$ cat src/rtl/mem_lsu.sv
// Load/store unit: FIFO store buffer with youngest-entry load forwarding, a single
// outstanding memory request, and registered memory-side outputs.
module mem_lsu #(
  parameter int unsigned DATA_W   = 64,
  parameter int unsigned ADDR_W   = 32,
  parameter int unsigned SB_DEPTH = 4
) (
  input  logic                          clk,
  input  logic                          reset,
  input  logic                          req_valid,
  input  logic                          req_wr,
  input  logic [ADDR_W-1:0]             req_addr,
  input  logic [DATA_W-1:0]             req_wdata,
  output logic                          stall,
  output logic                          ld_valid,
  output logic [DATA_W-1:0]             ld_data,
  output logic                          mem_en,
  output logic                          mem_wr_en,
  output logic [ADDR_W-1:0]             mem_addr,
  output logic [DATA_W-1:0]             mem_wdata,
  input  logic                          mem_ack,
  input  logic [DATA_W-1:0]             mem_rdata,
  output logic [$clog2(SB_DEPTH+1)-1:0] sb_count
);

  localparam int unsigned CW = $clog2(SB_DEPTH + 1);
  localparam int unsigned PW = $clog2(SB_DEPTH);

  typedef enum logic [1:0] {StIdle, StLoad, StDrain} state_e;

  state_e            state_q, state_d;
  logic [ADDR_W-1:0] sb_addr_q [SB_DEPTH];
  logic [DATA_W-1:0] sb_data_q [SB_DEPTH];
  logic [PW-1:0]     rd_ptr_q, wr_ptr_q, head_idx;
  logic [CW-1:0]     cnt_q, cnt_d, remain;

  logic              is_load, hit, ld_hit, load_done, miss_new, full, enq, pop, decide;
  logic [DATA_W-1:0] fwd_data, head_data;
  logic [ADDR_W-1:0] head_addr;

  assign sb_count = cnt_q;

  // Scan oldest to youngest so the last match left standing is the youngest.
  always_comb begin
    hit      = 1'b0;
    fwd_data = '0;
    for (int unsigned i = 0; i < SB_DEPTH; i++) begin
      if (CW'(i) < cnt_q && sb_addr_q[rd_ptr_q + PW'(i)] == req_addr) begin
        hit      = 1'b1;
        fwd_data = sb_data_q[rd_ptr_q + PW'(i)];
      end
    end
  end

  always_comb begin
    is_load   = req_valid && !req_wr;
    ld_hit    = is_load && hit;
    load_done = (state_q == StLoad) && mem_ack;
    // The held load in LOAD is already being served, so it never counts as a new miss.
    miss_new  = is_load && !hit && (state_q != StLoad);
    full      = (cnt_q == CW'(SB_DEPTH));
    enq       = req_valid && req_wr && !full;
    pop       = (state_q == StDrain) && mem_ack;
    stall     = req_valid && (req_wr ? full : (!hit && !load_done));
    cnt_d     = cnt_q + CW'(enq) - CW'(pop);
    decide    = (state_q == StIdle) || mem_ack;

    state_d = state_q;
    if (decide) begin
      if (miss_new)            state_d = StLoad;
      else if (cnt_d != '0)    state_d = StDrain;
      else                     state_d = StIdle;
    end

    // Next head after this edge; falls back to the incoming store when the buffer empties.
    head_idx = rd_ptr_q + PW'(pop);
    remain   = cnt_q - CW'(pop);
    if (remain != '0) begin
      head_addr = sb_addr_q[head_idx];
      head_data = sb_data_q[head_idx];
    end else begin
      head_addr = req_addr;
      head_data = req_wdata;
    end
  end

  always_ff @(posedge clk or posedge reset) begin
    if (reset) begin
      state_q   <= StIdle;
      cnt_q     <= '0;
      rd_ptr_q  <= '0;
      wr_ptr_q  <= '0;
      ld_valid  <= 1'b0;
      ld_data   <= '0;
      mem_en    <= 1'b0;
      mem_wr_en <= 1'b0;
      mem_addr  <= '0;
      mem_wdata <= '0;
      for (int unsigned i = 0; i < SB_DEPTH; i++) begin
        sb_addr_q[i] <= '0;
        sb_data_q[i] <= '0;
      end
    end else begin
      state_q <= state_d;
      cnt_q   <= cnt_d;
      if (enq) begin
        sb_addr_q[wr_ptr_q] <= req_addr;
        sb_data_q[wr_ptr_q] <= req_wdata;
        wr_ptr_q            <= wr_ptr_q + PW'(1);
      end
      if (pop) rd_ptr_q <= rd_ptr_q + PW'(1);

      ld_valid <= ld_hit || load_done;
      if (ld_hit)         ld_data <= fwd_data;
      else if (load_done) ld_data <= mem_rdata;

      // Memory outputs only change when a request starts or finishes.
      if (decide) begin
        unique case (state_d)
          StLoad: begin
            mem_en    <= 1'b1;
            mem_wr_en <= 1'b0;
            mem_addr  <= req_addr;
          end
          StDrain: begin
            mem_en    <= 1'b1;
            mem_wr_en <= 1'b1;
            mem_addr  <= head_addr;
            mem_wdata <= head_data;
          end
          default: begin
            mem_en    <= 1'b0;
            mem_wr_en <= 1'b0;
          end
        endcase
      end
    end
  end

endmodule

$ cat config.mk
export PLATFORM = sky130hd
export DESIGN_NAME = mem_lsu
export DESIGN_NICKNAME = d
export VERILOG_FILES = /design/src/rtl/mem_lsu.sv
export SDC_FILE = /design/constraint.sdc
export NUM_CORES = 2
export LEC_CHECK = 0
export ABC_AREA = 1
export CAP_MARGIN = 25
export CELL_PAD_IN_SITES_DETAIL_PLACEMENT = 1
export CELL_PAD_IN_SITES_GLOBAL_PLACEMENT = 1
export CORE_MARGIN = 4
export CORE_UTILIZATION = 42
export DETAILED_ROUTE_END_ITERATION = 8
export PLACE_DENSITY_LB_ADDON = 0.15
export SLEW_MARGIN = 20
export SYNTH_ARGS = -nofsm -noshare
export SYNTH_HDL_FRONTEND = slang
export SYNTH_SLANG_ARGS = --single-unit
$ cat constraint.sdc
create_clock -name clk -period 22.6 [get_ports clk]
set_input_delay 3.39 -clock clk [delete_from_list [all_inputs] [get_ports clk]]
set_output_delay 3.39 -clock clk [all_outputs]
set_load 0.03 [all_outputs]
==> key figures <==
Routing
  • 1st-iter DRT viols: 3,389
  • Top sig layer: met5
  • Wirelength per Cell: 21.4 um
  • Final WL: 159,000 um
  • DR WL met2: 73,100 um
  • Number of vias in the routed layout: 42,584
  • Wire length on met1: 71,900 um
  • Number of antenna-violating nets in the routed design: 0
  • Via-per-instance ratio: 5.72
  • First-pass iteration count of the detailed router: 9
  • Number of design rule violations left after detail routing: 1
  • Met3 Wirelength: 10,100 um

Logic synthesis
  • Share of the yosys chip area belonging to registers: 36.0%
  • Cell area after synthesis: 38,600 um2
  • Net count after synthesis: 6,377
  • Synth area leader: sky130_fd_sc_hd__dfrtp_1
  • Number of enable-type register cells in the synthesized netlist: 0
  • Most frequent cell after synthesis: sky130_fd_sc_hd__nand2_1
  • Area contributors post-synth: sky130_fd_sc_hd__dfrtp_1, sky130_fd_sc_hd__nand2_1, sky130_fd_sc_hd__o21ai_0, sky130_fd_sc_hd__inv_1, sky130_fd_sc_hd__nand3_1
  • Top flip-flop cell by instance count after synthesis: sky130_fd_sc_hd__dfrtp_1
  • Top cell type's share of synthesized area: 36.0%
  • Most frequent cells after synthesis: sky130_fd_sc_hd__nand2_1, sky130_fd_sc_hd__o21ai_0, sky130_fd_sc_hd__dfrtp_1, sky130_fd_sc_hd__inv_1, sky130_fd_sc_hd__nand3_1
  • Async SR Flop Fraction: 100%
  • Number of distinct library cells after synthesis: 34
  • Flops & latches, synth: 556
  • Gate count after technology mapping: 6,199
  • Yosys warning total: 0
  • Syn Area/Cell: 6.23 um2

Power
  • Leakage power summed over all cells: 0.0212 uW
  • IR Drop Worst-Case VDD: 0.165 mV
  • Pwr Density: 175 nW/um2

Worst setup path
  • Arrival time worst endpoint: 6.85 ns
  • Biggest cell delay along the critical path: 0.81 ns
  • Type of origin of the critical path: input pin
  • Chain of cells forming the critical path: clkdlybuf4s50_1, inv_1, nand3_1, nand2_1, nor2_1, nand2_1, nor2_1, nand3_1, nor2_4, buf_4, nor2_1, nand2_2, inv_1, nand3_1, o21ai_0, clkdlybuf4s50_1
  • Endpoint class of the critical path: output port
  • Top cell family by delay on the critical path: buffers and inverters
  • Required time of the critical path: 19.21 ns
  • Slowest stage cell on the critical path: sky130_fd_sc_hd__clkdlybuf4s50_1
  • Buf/Inv on CP: 5
  • Critical path start-end classification: in2out
  • Maximum fanout along the worst path: 27

Floorplanning
  • Starting density of the core: 42.6%
  • Core area: 90,600 um2
  • Die outline width: 311 um
  • Height of the die: 311 um
  • Standard-cell rows: 110
  • Ports placed on the boundary: 332
  • Overall die area: 96,900 um2

CTS
  • Max Buffers Root-to-Sink: 3
  • Clk slew on worst S/H paths: 0.05 ns
  • TritonCTS clock tree: built
  • Insertion delay to the later sink of the worst-skew pair: 0.65 ns
  • TritonCTS Sinks: 556
  • Number of buffers added for setup after CTS: 0
  • Number of buffers inserted during clock tree synthesis: 71
  • Number of resized instances in the post-cts repair step: 0
  • Maximum level of the CTS H-tree: 3
  • Cell at the root of the clock tree: sky130_fd_sc_hd__clkbuf_16
  • Hold-fix buffers at CTS: 0

Timing
  • Actual transition at the worst max-transition pin: 1.14 ns
  • TNS Setup: 0 ns
  • Max-slew violations: 0
  • Unrepaired setup endpoints after global routing: false
  • Final clock skew: 0.0318 ns
  • Hold Fails Final Rpt: 0
  • Share of the cycle needed by the critical path after routing: 45.3%
  • Worst slew margin relative to its limit: 23.7%
  • Post-layout min period: 10.24 ns
  • # setup viols final: 0
  • Maximum clock rate: 0.0977 GHz

Finish
  • Number of nets in the layout: 6,383
  • Area grow syn2layout: 15.6%
  • Fraction of layout cells with a size suffix above 1: 3.96%
  • Final cell utilization of the core: 49.3%

GRT
  • Initial antenna violation count: 9
  • Vias in the first global route: 43,197
  • Overall Global Routing Usage: 32.3%
  • Pin count of the biggest net entering global routing: 337
  • Congestion Overflow GR: 0
  • Wire length of the first global-routing pass: 251,000 um

Min path
  • Path class of the lowest-slack min-delay path: reg2reg

Status
  • Run status: complete, but fails checks
  • Violated checks: design-rule violations

Flow run
  • Max-cap violations: 0

Place
  • Weighted congestion at the end of routability-driven global placement: 0.965
  • Final HPWL from detailed placement: 101,000 um
  • Port Buf Inserts: 331
-- where the power goes --
group | switching, uW | leakage, uW | internal [uW]
clock | 489 | 0.00117 | 695
sequential | 380 | 0.00666 | 1510
combinational | 3310 | 0.0134 | 1420
-- path summary, 6_finish.rpt --
path | start | cells after the start | slack, ns | endpoint
min | mem_addr[18] | 2 | 0.48 | mem_addr[18]
max in group asynchronous | reset | 5 | 16.48 | mem_wdata[48]
min reg2reg | mem_addr[18] | 2 | 0.48 | mem_addr[18]
min in group asynchronous | reset | 2 | 3.28 | ld_data[14]
max reg2reg | rd_ptr_q[0] | 26 | 14.89 | mem_addr[16]
max | req_addr[1] | 16 | 12.37 | stall
-- through the flow --
| step | area [um2] | worst slack (ns) | hold WS (ns) | total power, uW | std cells |
|---|---|---|---|---|---|
| finish | 44700 | 12.37 | 0.483 | 7800 | 7440 |
| global route | 44600 | 12.28 | 0.491 | 8470 | 7437 |
| CTS | 44500 | 12.46 | 0.486 | 7770 | 7429 |
| detailed placement | 42200 | 12.47 | 0.471 | 6530 | 7303 |
| global placement | 42100 | 12.50 | 0.462 | 6380 | 7302 |
| floorplan | 38600 | 3.66 | 0.502 | 4940 | 6199 |
-- layer usage --
metal	up-vias	track usage, %
li1	19923	-
met1	21218	44.5
met2	1183	52.7
met3	252	5.54
met4	8	8.90
met5	-	0
-- sequential cells by signal (all words and copies together), names as in the netlist --
name and cells:
ld_data 64, ld_valid 1, mem_addr 32, mem_en 1, mem_wdata 64, mem_wr_en 1
rd_ptr_q 2, sb_addr_q 128, sb_count 3, sb_data_q 256, state_q 2, wr_ptr_q 2
-- kinds of logic (layout without fill, tap and decap cells) --
logic type,Yosys count,count (layout),share of synthesized area [%]
simple gates,3093,3093,31.6
compound gates,1497,1497,20.5
buf+inv,985,1044,9.97
flops,556,556,36.0
mux,41,41,1.20
xor+xnor,14,14,0.318
fa+ha+maj,13,13,0.441
other cells,0,6,0
-- area by class of cell --
cell class / instances / area [um2]
clock buffer: 99 / 2060
antenna: 6 / 15.0
clock inverter: 27 / 294
timing repair buffer: 392 / 3900
multi-input combinational: 4658 / 21000
fill: 12104 / 45900
sequential: 556 / 13900
tap: 1176 / 1470
inverter: 526 / 1990
-- worst register-to-register path, stage by stage, from the launching register on --
cell and delay [ns]:
sky130_fd_sc_hd__dfrtp_4 0.73, sky130_fd_sc_hd__inv_2 0.67, sky130_fd_sc_hd__nand2_1 0.28, sky130_fd_sc_hd__nand2_8 0.64, sky130_fd_sc_hd__buf_4 0.83, sky130_fd_sc_hd__nand2_1 0.23
sky130_fd_sc_hd__nand3_1 0.12, sky130_fd_sc_hd__nand2_1 0.06, sky130_fd_sc_hd__nor2_1 0.28, sky130_fd_sc_hd__nand2_1 0.09, sky130_fd_sc_hd__nor2_1 0.12, sky130_fd_sc_hd__nand3_1 0.08
sky130_fd_sc_hd__nor2_1 0.22, sky130_fd_sc_hd__nor2_1 0.08, sky130_fd_sc_hd__nand2_2 0.22, sky130_fd_sc_hd__inv_1 0.11, sky130_fd_sc_hd__nand3_1 0.12, sky130_fd_sc_hd__nand2_1 0.07
sky130_fd_sc_hd__a21oi_1 0.22, sky130_fd_sc_hd__ha_1 0.26, sky130_fd_sc_hd__nand2_1 0.07, sky130_fd_sc_hd__buf_4 0.28, sky130_fd_sc_hd__inv_1 0.61, sky130_fd_sc_hd__buf_4 0.53
sky130_fd_sc_hd__o311ai_0 0.29, sky130_fd_sc_hd__o211ai_1 0.26, sky130_fd_sc_hd__nand2_1 0.09
-- cells in the final DEF (no fill, tap or decap), drive strengths merged, types with 36 or more instances in the layout --
cell           synthesis  layout
nand2               2325    2325
inv                  526     525
o211ai                67      67
mux2                  41      41
dfrtp                556     556
o21a                  36      36
o21ai               1165    1165
clkdlybuf4s50          0     331
nor3                  58      58
clkbuf               325      99
nor2                 328     328
a21oi                187     187
nand3                370     370
buf                  134      61
(Power assumes the default switching activity.)
